[config.mk]
export PLATFORM = sky130hd
export DESIGN_NAME = onchip_ram_burst_adapter
export DESIGN_NICKNAME = d
export VERILOG_FILES = /design/src/rtl/onchip_ram_pkg.sv /design/src/rtl/onchip_ram_burst_adapter.sv
export SDC_FILE = /design/constraint.sdc
export NUM_CORES = 1
export LEC_CHECK = 0
export CORE_MARGIN = 2
export CORE_UTILIZATION = 36
export DETAILED_ROUTE_END_ITERATION = 6
export PLACE_DENSITY_LB_ADDON = 0.25
export SLEW_MARGIN = 20
export SYNTH_ARGS = -nofsm -noshare
export SYNTH_HDL_FRONTEND = slang
export SYNTH_SLANG_ARGS = --single-unit
[constraint.sdc]
create_clock -name clk -period 2.7 [get_ports clk]
set_clock_uncertainty 0.1 [all_clocks]
set_input_delay 0.81 -clock clk [delete_from_list [all_inputs] [get_ports clk]]
set_output_delay 0.81 -clock clk [all_outputs]
set_load 0.02 [all_outputs]
[src/rtl/onchip_ram_pkg.sv]
// Shared constants and FSM state type for the on-chip RAM burst adapter.
package onchip_ram_pkg;

    localparam int ADDR_W    = 13;
    localparam int DATA_W    = 32;
    localparam int BE_W      = DATA_W / 8;
    localparam int BURST_W   = 4;
    localparam int MAX_BURST = 8;
    localparam int RAM_DEPTH = 1 << ADDR_W;

    typedef enum logic [1:0] {
        IDLE     = 2'd0,
        RD_BURST = 2'd1,
        WR_BURST = 2'd2
    } state_e;

endpackage

[src/rtl/onchip_ram_burst_adapter.sv]
// Avalon-MM bursting slave in front of a single-port on-chip RAM: replays bursts
// one beat per cycle and converts the RAM's 1-cycle read latency into readdatavalid.
module onchip_ram_burst_adapter #(
    parameter int ADDR_W    = onchip_ram_pkg::ADDR_W,
    parameter int DATA_W    = onchip_ram_pkg::DATA_W,
    parameter int BE_W      = onchip_ram_pkg::BE_W,
    parameter int BURST_W   = onchip_ram_pkg::BURST_W,
    parameter int MAX_BURST = onchip_ram_pkg::MAX_BURST
) (
    input  logic               clk,
    input  logic               reset,
    input  logic [ADDR_W-1:0]  s_address,
    input  logic [BURST_W-1:0] s_burstcount,
    input  logic               s_read,
    input  logic               s_write,
    input  logic [DATA_W-1:0]  s_writedata,
    input  logic [BE_W-1:0]    s_byteenable,
    output logic               s_waitrequest,
    output logic [DATA_W-1:0]  s_readdata,
    output logic               s_readdatavalid,
    output logic [ADDR_W-1:0]  m_address,
    output logic [BE_W-1:0]    m_byteenable,
    output logic               m_chipselect,
    output logic               m_write,
    output logic [DATA_W-1:0]  m_writedata,
    output logic               m_clken,
    input  logic [DATA_W-1:0]  m_readdata
);
    import onchip_ram_pkg::*;

    localparam logic [BURST_W-1:0] MAX_BC = BURST_W'(MAX_BURST);
    localparam logic [BURST_W-1:0] ONE_BC = BURST_W'(1);

    state_e              state_q, state_d;
    logic [ADDR_W-1:0]   addr_q, addr_d;
    logic [BURST_W-1:0]  rem_q, rem_d;
    logic [BURST_W-1:0]  bc_eff;
    logic                bubble_q, bubble_d;
    logic                accept, rd_issue;
    logic                issue_q, rdv_q;
    logic [DATA_W-1:0]   rdata_q;

    always_comb begin
        bc_eff = s_burstcount;
        if (s_burstcount == '0)
            bc_eff = ONE_BC;
        else if (s_burstcount > MAX_BC)
            bc_eff = MAX_BC;
    end

    assign accept   = !reset && (state_q == IDLE) && !bubble_q;
    assign rd_issue = !reset && (state_q == RD_BURST);
    // Holds off the next command for one cycle after the final read issue.
    assign bubble_d = rd_issue && (rem_q == ONE_BC);

    always_ff @(posedge clk) begin
        if (reset) begin
            state_q  <= IDLE;
            addr_q   <= '0;
            rem_q    <= '0;
            bubble_q <= 1'b0;
        end else begin
            state_q  <= state_d;
            addr_q   <= addr_d;
            rem_q    <= rem_d;
            bubble_q <= bubble_d;
        end
    end

    always_comb begin
        state_d = state_q;
        addr_d  = addr_q;
        rem_d   = rem_q;
        case (state_q)
            IDLE: begin
                if (accept && s_write) begin
                    if (bc_eff > ONE_BC) begin
                        state_d = WR_BURST;
                        addr_d  = s_address + ADDR_W'(1);
                        rem_d   = bc_eff - ONE_BC;
                    end
                end else if (accept && s_read) begin
                    state_d = RD_BURST;
                    addr_d  = s_address;
                    rem_d   = bc_eff;
                end
            end
            WR_BURST: begin
                if (s_write) begin
                    addr_d = addr_q + ADDR_W'(1);
                    rem_d  = rem_q - ONE_BC;
                    if (rem_q == ONE_BC)
                        state_d = IDLE;
                end
            end
            RD_BURST: begin
                addr_d = addr_q + ADDR_W'(1);
                rem_d  = rem_q - ONE_BC;
                if (rem_q == ONE_BC)
                    state_d = IDLE;
            end
            default: state_d = IDLE;
        endcase
    end

    always_comb begin
        s_waitrequest = 1'b1;
        m_chipselect  = 1'b0;
        m_write       = 1'b0;
        m_address     = addr_q;
        m_byteenable  = '1;
        m_writedata   = s_writedata;
        if (reset) begin
            m_address = '0;
        end else begin
            case (state_q)
                IDLE: begin
                    s_waitrequest = bubble_q;
                    // Beat 0 of a write goes straight through in the accept cycle.
                    if (accept && s_write) begin
                        m_chipselect = 1'b1;
                        m_write      = 1'b1;
                        m_address    = s_address;
                        m_byteenable = s_byteenable;
                    end
                end
                WR_BURST: begin
                    s_waitrequest = 1'b0;
                    if (s_write) begin
                        m_chipselect = 1'b1;
                        m_write      = 1'b1;
                        m_byteenable = s_byteenable;
                    end
                end
                RD_BURST: m_chipselect = 1'b1;
                default: ;
            endcase
        end
    end

    assign m_clken = 1'b1;

    // Issue in N, RAM q in N+1, registered beat visible in N+2.
    always_ff @(posedge clk) begin
        if (reset) begin
            issue_q <= 1'b0;
            rdv_q   <= 1'b0;
            rdata_q <= '0;
        end else begin
            issue_q <= rd_issue;
            rdv_q   <= issue_q;
            if (issue_q)
                rdata_q <= m_readdata;
        end
    end

    assign s_readdata      = rdata_q;
    assign s_readdatavalid = rdv_q;

    a_rd_wr_exclusive: assert property (@(posedge clk) disable iff (reset)
        !(accept && s_read && s_write));

endmodule

==> results.json, run 1 <==
{
  "synthArstFlopShare_pct": 0,
  "cts_made_buffers": 5,
  "worstSetupEndpointType": "primary output",
  "path_class": "input pin to primary output",
  "peakVddDrop_uv": 380,
  "synth.area.top_cells": "dfxtp_1 (33%), mux2i_1 (10%), buf_4 (7.5%), nand2_1 (6.3%), nor2_1 (6.1%)",
  "worstPathRequired_ns": 1.79,
  "yosys_warnings": 0,
  "num_rows": 34,
  "design_area_um2": 5130,
  "p_comb_share_pct": 55.8,
  "reg2reg_depth": 11,
  "timing.rr.start": "state_q[0]",
  "synth_edf_count": 0,
  "ant_nets": 0,
  "r2r-end": "addr_q[7]",
  "p_sw_mw": 1.56,
  "maxSlewViolCount": 0,
  "boundaryPins": 175,
  "p_int_mw": 2.15,
  "cp-endpoint": "m_address[7]",
  "areaGrowthSynthToFinish_pct": 55.7,
  "grt_setup_unrepaired": "yes",
  "slew_headroom_pct": 57.2,
  "antennaDiodeCount": 0,
  "die-area_um2": 9940,
  "drv_cap": 0,
  "h-tree-depth": 2,
  "fin_crit_ns": 2.71,
  "drtIter0Drc": 123,
  "hold_violations": 0,
  "p_per_area_nw_per_um2": 722,
  "routedWlPerCell_um": 14.9,
  "tritoncts": "yes",
  "grt_first_pass_wirelength_um": 15900,
  "synth_area_um2": 3300,
  "dr.pass1.iters": 4,
  "drc": 0,
  "path_clk_slew_ns": 0.10,
  "synth_nets": 517,
  "cp_max_fo": 7,
  "drive_gt1_share_pct": 28.3,
  "vias": 3336,
  "die_w_um": 99.7,
  "synth_ff_type": "dfxtp_1",
  "hpwl_um": 7000,
  "cts_root_buffer": "clkbuf_8",
  "grt_max_degree": 31,
  "avgSynthCellArea_um2": 7.89,
  "violations": "negative setup slack",
  "antenna_found_initial": 0,
  "hold_class": "flip-flop to flip-flop",
  "crit_start": "reset",
  "nNetsFinal": 638,
  "clkPwrFrac_pct": 12.9,
  "total_power_mw": 3.71,
  "critPathLaunchType": "input pin",
  "p_leak_nw": 1.98,
  "outcome": "finished, violations left",
  "portBuffers": 109,
  "place_area_um2": 4670,
  "clock_latency_ns": 0.31,
  "place_congestion": 0.868,
  "yosysTopAreaCell": "dfxtp_1",
  "worstHoldPathCells": 2,
  "cts.hold.buffers_added": 0,
  "clk_path_buf_depth": 2,
  "yosysSeqAreaShare_pct": 32.8,
  "r2r_slack_ns": 0.31,
  "worst_slack_ns": -0.00611,
  "wl_um": 9680,
  "finalSetupViolCount": 3,
  "pwr-share-seq_pct": 31.2,
  "grt_usage_pct": 19.4,
  "vias_per_cell": 5.15,
  "overflow": 0,
  "initial_utilization_pct": 37.4,
  "worst_pin_slew_ns": 0.638,
  "die_h_um": 99.7,
  "p_sw_share_pct": 42.0,
  "clkSinkCount": 54,
  "critPathArrivalTime_ns": 1.80,
  "synth-seq-cells": 54,
  "synthTopCellsByCount": "nand2_1 (55), dfxtp_1 (54), nor2_1 (54)",
  "yosysMostFrequentCell": "nand2_1",
  "grt_pass1_vias": 3331,
  "yosysUniqueCellTypes": 53,
  "max_freq_ghz": 0.370,
  "synth_top_area_share_pct": 32.8,
  "period_share_pct": 100,
  "core-area_um2": 8810,
  "netlist_instances": 418
}
-- metal layers --
metal	routed length, um	part of all wire [%]	GRT usage, %	up-vias
li1	-	-	-	1650
met1	3930	41	24.0	1529
met2	4580	47	32.6	141
met3	1030	11	6.96	16
met4	133	1.4	4.00	0
met5	0	0	0	-
-- power by group through the flow --
stage,clock network [mW],registers (mW),logic (mW)
5_1_grt,0.521,1.19,2.25
4_1_cts,0.493,1.14,1.99
3_5_place_dp,0,1.14,1.84
6_report,0.479,1.16,2.07
2_1_floorplan,0,1.17,1.15
3_3_place_gp,0,1.14,1.80
-- how the worst min path moves through the flow --
stage / start / end / slack, ns
after detailed placement: rem_q[1] / rem_q[1] / 0.38
after CTS: rem_q[1] / rem_q[1] / 0.40
after global routing: rem_q[1] / rem_q[1] / 0.44
final: rem_q[1] / rem_q[1] / 0.40
after global placement: rem_q[1] / rem_q[1] / 0.36
after floorplan: rem_q[1] / rem_q[1] / 0.35
-- sequential cells by signal, indices dropped and copies added (netlist names) --
register,count
s_readdata,32
addr_q,13
rem_q,4
state_q,2
bubble_q,1
issue_q,1
s_readdatavalid,1
-- metrics by stage --
stage	setup WS [ns]	utilization (%)	TNS [ns]	hold WS, ns	instances
after floorplan	0.0184	-	0	0.349	418
after global placement	-0.799	53.0	-17.52	0.362	631
after detailed placement	-0.857	53.0	-18.47	0.383	631
after CTS	-0.00836	56.8	-0.0242	0.396	646
after global routing	-0.0387	58.3	-0.316	0.440	648
final	-0.00611	58.3	-0.00861	0.399	648
-- cells in the final DEF, fill, tap and decap left out, drive strengths merged, types with 10 or more instances in the layout --
cell / n
nand3: 13
mux2i: 34
nor2: 54
ha: 10
dfxtp: 54
clkdlybuf4s50: 86
buf: 83
o21ai: 17
nand2: 55
a21oi: 29
-- area by class of cell --
type / instances / area (um2)
clock buffer: 6 / 72.6
clock inverter: 2 / 17.5
fill: 798 / 3670
inverter: 9 / 36.3
multi-input combinational: 298 / 2170
sequential: 54 / 1080
tap: 108 / 135
timing repair buffer: 171 / 1610
-- cells by family (layout without fill, tap and decap cells) --
family | count (synthesis) | in the layout | synth area share, %
buf+inv | 66 | 188 | 11.9
mux | 35 | 35 | 10.8
compound gates | 79 | 79 | 15.2
other cells | 1 | 1 | 0.114
xor+xnor | 9 | 9 | 2.39
simple gates | 164 | 164 | 23.1
flops | 54 | 54 | 32.8
fa+ha+maj | 10 | 10 | 3.80
-- timing repair --
item / 4_1_cts / 5_1_grt
setup buffers: 6 / 2
setup endpoints to repair: 23 / 19
resized for setup: 165 / 28
gates cloned: 1 / 0
pin swaps: 20 / 14
hold endpoints to repair: 0 / 0
-- worst max-delay path: stages --
cell,delay (ns)
buf_8,0.10
buf_12,0.12
nand4bb_4,0.29
buf_8,0.20
nand2_4,0.07
a21oi_4,0.05
buf_6,0.14
Power figures use the tool's default switching activity.
==> inputs of run 2 (changes only) <==
- CORE_MARGIN: 2 -> 4
==> run 2 against run 1 <==
  * The flow still finishes with violations (negative setup slack)
  * Global-route usage fell by 1.8 points
  * Cell area fell by 1.8%
  * Register-to-register slack improved by 0.06 ns
  * Die area rose by 8.2%
  * First-iteration DRC count fell by 5.7%
  * Critical endpoint unchanged
  * Core utilization fell by 1.0 points
==> results.json, run 2 (synthesis results as in run 1) <==
{
  "dr.pass1.iters": 4,
  "p_sw_mw": 1.52,
  "initial_utilization_pct": 37.4,
  "path_class": "input pin to primary output",
  "portBuffers": 109,
  "worstSetupEndpointType": "primary output",
  "p_leak_nw": 1.89,
  "antennaDiodeCount": 0,
  "ant_nets": 0,
  "boundaryPins": 175,
  "final_cell_mix": "clkdlybuf4s50_1 (87), nor2_1 (53), dfxtp_1 (52), buf_4 (52), mux2i_1 (34)",
  "clock_latency_ns": 0.31,
  "top_layer_used": "met4",
  "fin_crit_ns": 2.72,
  "place_congestion": 0.833,
  "finalSetupViolCount": 7,
  "antenna_found_initial": 0,
  "clkPwrFrac_pct": 14.9,
  "areaGrowthSynthToFinish_pct": 53.0,
  "die_w_um": 104,
  "die-area_um2": 10800,
  "pwr-share-seq_pct": 31.6,
  "fillers": 827,
  "place_area_um2": 4690,
  "cp_max_fo": 8,
  "routed-wl-met2_um": 4610,
  "grt_setup_unrepaired": "yes",
  "grt_first_pass_wirelength_um": 16100,
  "critPathArrivalTime_ns": 1.81,
  "hold_class": "flip-flop to flip-flop",
  "worst_slack_ns": -0.0239,
  "maxSlewViolCount": 0,
  "tritoncts": "yes",
  "worst_pin_slew_ns": 0.680,
  "clk_path_buf_depth": 2,
  "wl_met3_um": 1140,
  "clkSinkCount": 54,
  "cts_root_buffer": "clkbuf_8",
  "period_share_pct": 101,
  "vias_per_cell": 5.16,
  "hold_violations": 0,
  "num_rows": 34,
  "largest_register_ffs": 32,
  "drive_gt1_share_pct": 26.5,
  "overflow": 0,
  "reg2reg_depth": 11,
  "r2r_slack_ns": 0.37,
  "p_per_area_nw_per_um2": 740,
  "wirelength_met1_um": 4010,
  "core-area_um2": 8810,
  "design_area_um2": 5040,
  "r2r-end": "addr_q[12]",
  "grt_pass1_vias": 3349,
  "drtIter0Drc": 116,
  "slew_headroom_pct": 54.7,
  "cts_made_buffers": 5,
  "worstPathRequired_ns": 1.79,
  "final_common_cell": "clkdlybuf4s50_1",
  "p_int_mw": 2.21,
  "max_freq_ghz": 0.367,
  "violations": "negative setup slack",
  "path_clk_slew_ns": 0.10,
  "hold_end": "rem_q[1]",
  "timing.rr.start": "state_q[1]",
  "p_comb_share_pct": 53.5,
  "hpwl_um": 7070,
  "min_from": "rem_q[1]",
  "grt_usage_pct": 17.6,
  "worstHoldPathCells": 2,
  "vias": 3318,
  "p_sw_share_pct": 40.8,
  "wl_um": 9920,
  "die_h_um": 104,
  "grt_max_degree": 46,
  "h-tree-depth": 2,
  "critPathLaunchType": "input pin",
  "nNetsFinal": 633,
  "fin_setup_tns_ns": -0.0903,
  "peakVddDrop_uv": 307,
  "drc": 0,
  "routedWlPerCell_um": 15.4,
  "cts.hold.buffers_added": 0,
  "outcome": "finished, violations left",
  "drv_cap": 0
}
run 2: changes by cell type in the layout (fill, tap and decap cells not counted), moves of 2 or more:
cell / change
buf_2: +2
buf_4: -4
buf_8: -4
inv_1: +2
nand2_1: +3
nand2_2: +6
nand2_4: -9
or3_1: +2
or3_4: -2
run 2: worst max-delay path by stage:
stage,from,end,depth (start not counted)
after floorplan,reset,m_address[10],6
after global placement,s_write,m_address[10],6
after detailed placement,s_write,m_address[7],6
after CTS,s_write,m_address[10],6
after global routing,reset,m_address[12],6
final,reset,m_address[7],6
run 2: routing by layer:
metal  global-route usage [%]  vias up
li1                         -     1648
met4                     4.75        0
met2                     29.9      135
met1                     20.1     1519
met5                        0        -
met3                     7.96       16
run 2: stage by stage:
step	setup slack, ns	hold slack, ns	util (%)	power (mW)	std cells
finish	-0.0239	0.392	57.3	3.73	643
detailed placement	-0.841	0.385	53.3	2.99	631
global route	-0.0529	0.421	57.3	4.00	643
floorplan	0.0184	0.349	-	2.32	418
CTS	-0.0273	0.398	56.1	3.67	642
global placement	-0.790	0.365	53.3	2.95	631
run 2: final cells by class:
type	count	area [um2]	area share [%]
Clock buffer	6	72.6	1.44
Clock inverter	2	37.5	0.744
Inverter	9	33.8	0.670
Multi-Input combinational cell	298	2110	41.9
Sequential cell	54	1080	21.5
Tap cell	108	135	2.68
Timing Repair Buffer	166	1570	31.1
run 2: power groups by stage:
stage,registers [mW],clock network [mW],logic (mW)
2_1_floorplan,1.17,0,1.15
5_1_grt,1.21,0.612,2.19
3_5_place_dp,1.16,0,1.83
6_report,1.18,0.557,2.00
3_3_place_gp,1.16,0,1.80
4_1_cts,1.16,0.581,1.93
run 2: what timing repair did:
| action | in CTS | in global routing |
|---|---|---|
| endpoints found under the hold margin | 0 | 0 |
| resized for setup | 130 | 29 |
| pin swaps | 4 | 9 |
| cloned | 1 | 1 |
| setup endpoints to repair | 20 | 20 |
| setup buffers | 2 | 0 |
run 2: critical path, stage by stage:
cell	delay (ns)
buf_8	0.10
and4bb_4	0.38
clkbuf_16	0.18
nand2_2	0.07
a21oi_4	0.13
buf_6	0.14
==> inputs of run 3 (changes only) <==
- CORE_UTILIZATION: 36 -> 57
- DONT_BUFFER_PORTS: unset -> 1
==> run 3 against run 2 <==
  * The flow now finishes without violations
  * Cell area down 32%
  * Final cell count down 29%
  * Via count down 17%
  * Routed wire length down 21%
  * Fmax up 4.7%
  * Critical path depth up 1
  * Non-clock buffer count down 148
  * Largest cell class unchanged
==> results.json, run 3 (synthesis results as in run 1) <==
{
  "grt_pass1_vias": 2690,
  "clkPwrFrac_pct": 16.5,
  "worstSetupEndpointType": "primary output",
  "period_share_pct": 96.4,
  "boundaryPins": 175,
  "antenna_found_initial": 0,
  "place_area_um2": 3280,
  "multi_input_area_um2": 1960,
  "critPathArrivalTime_ns": 1.69,
  "stdcell_count": 459,
  "slew_headroom_pct": 38.1,
  "cts_made_buffers": 5,
  "initial_utilization_pct": 59.1,
  "cp_max_fo": 9,
  "dp_cells": 448,
  "slowest_stage": "dfxtp_2",
  "h-tree-depth": 2,
  "die-area_um2": 7060,
  "vias_per_cell": 6.00,
  "path_class": "flip-flop to primary output",
  "drv_cap": 0,
  "vias": 2752,
  "p_per_area_nw_per_um2": 889,
  "fin_setup_tns_ns": 0,
  "hold_violations": 0,
  "grt_setup_unrepaired": "no",
  "clkSinkCount": 54,
  "hold_class": "flip-flop to flip-flop",
  "clock_latency_ns": 0.31,
  "worst_pin_slew_ns": 0.928,
  "dr.pass1.iters": 4,
  "fillers": 513,
  "areaGrowthSynthToFinish_pct": 4.63,
  "drive_gt1_share_pct": 14.7,
  "worstPathRequired_ns": 1.79,
  "clk_path_buf_depth": 2,
  "wl_um": 7830,
  "p_sw_mw": 1.31,
  "p_leak_nw": 1.21,
  "grt_usage_pct": 21.9,
  "largest_register_ffs": 32,
  "ant_nets": 0,
  "die_w_um": 84.1,
  "pwr-share-seq_pct": 41.1,
  "final_common_cell": "nand2_1",
  "finalSetupViolCount": 0,
  "cts_root_buffer": "clkbuf_8",
  "outcome": "completed",
  "p_sw_share_pct": 42.7,
  "antennaDiodeCount": 0,
  "drtIter0Drc": 192,
  "p_int_mw": 1.76,
  "grt_max_degree": 72,
  "fin_crit_ns": 2.60,
  "path_clk_slew_ns": 0.10,
  "portBuffers": 0,
  "path_cells": "inv_2 -> ha_4 -> and4bb_2 -> buf_12 -> nand2_1 -> a21oi_2 -> buf_4",
  "hpwl_um": 5700,
  "postLayoutCoreUtil_pct": 61.9,
  "critPathLaunchType": "flip-flop",
  "slowest_delay_ns": 0.36,
  "seqCellArea_um2": 1080,
  "core-area_um2": 5570,
  "max_freq_ghz": 0.384,
  "num_rows": 27,
  "maxSlewViolCount": 0,
  "routedWlPerCell_um": 17.1,
  "drc": 0,
  "grt_first_pass_wirelength_um": 12800,
  "design_area_um2": 3450,
  "place_congestion": 0.912,
  "overflow": 0,
  "peakVddDrop_uv": 481,
  "die_h_um": 84.1,
  "p_comb_share_pct": 42.4,
  "final_cell_mix": "nand2_1 (55), nor2_1 (53), dfxtp_1 (51)",
  "nNetsFinal": 485,
  "tritoncts": "yes"
}
## run 3: worst paths after layout
path | from | endpoint | slack [ns] | cells past startpoint
hold / removal | rem_q[1] | rem_q[1] | 0.38 | 2
setup / recovery | state_q[0] | m_address[0] | 0.1 | 7
setup reg to reg | state_q[0] | addr_q[10] | 0.41 | 9
hold reg to reg | rem_q[1] | rem_q[1] | 0.38 | 2
## run 3: layout make-up
class	count	share of cell area (%)
multi-input cells	298	56.8
clock inverters	2	0.580
inverters	9	0.979
clock buffers	6	2.39
flip-flops and latches	54	31.4
well taps	72	2.61
repair buffers	18	5.15
## run 3: metrics by stage
stage          total power [mW]  hold slack (ns)  setup WS [ns]
2_1_floorplan              2.32            0.349         0.0184
3_3_place_gp               2.49            0.356          0.124
3_5_place_dp               2.52            0.363         0.0618
4_1_cts                    3.04            0.378         0.0200
5_1_grt                    3.29            0.408        0.00201
6_report                   3.07            0.375         0.0979
## run 3: power by group through the flow
stage	combinational [mW]	sequential (mW)	clock (mW)
finish	1.30	1.26	0.505
detailed placement	1.24	1.27	0
floorplan	1.15	1.17	0
global placement	1.22	1.27	0
CTS	1.26	1.26	0.522
global route	1.44	1.29	0.561
## run 3: worst max-delay path: cells and delay by family (launching register included)
family	cells	cell delay, ns
flops	1	0.36
simple gates	2	0.36
buf+inv	3	0.37
fa+ha+maj	1	0.15
compound gates	1	0.13
## run 3: repair_timing
item                                   in CTS  in global routing
setup buffers                               2                  0
cloned                                      0                  1
resized for setup                           4                  5
hold buffers                                0                  0
setup endpoints to repair                  15                 19
pin swaps                                   2                  2
endpoints found under the hold margin       0                  0
## run 3: per-layer routing
metal,global-route usage (%),up-vias,wire [um]
met1,25.3,1258,3130
met4,7.46,0,138
met5,0,-,0
met2,36.6,126,3770
li1,-,1346,-
met3,8.98,22,787
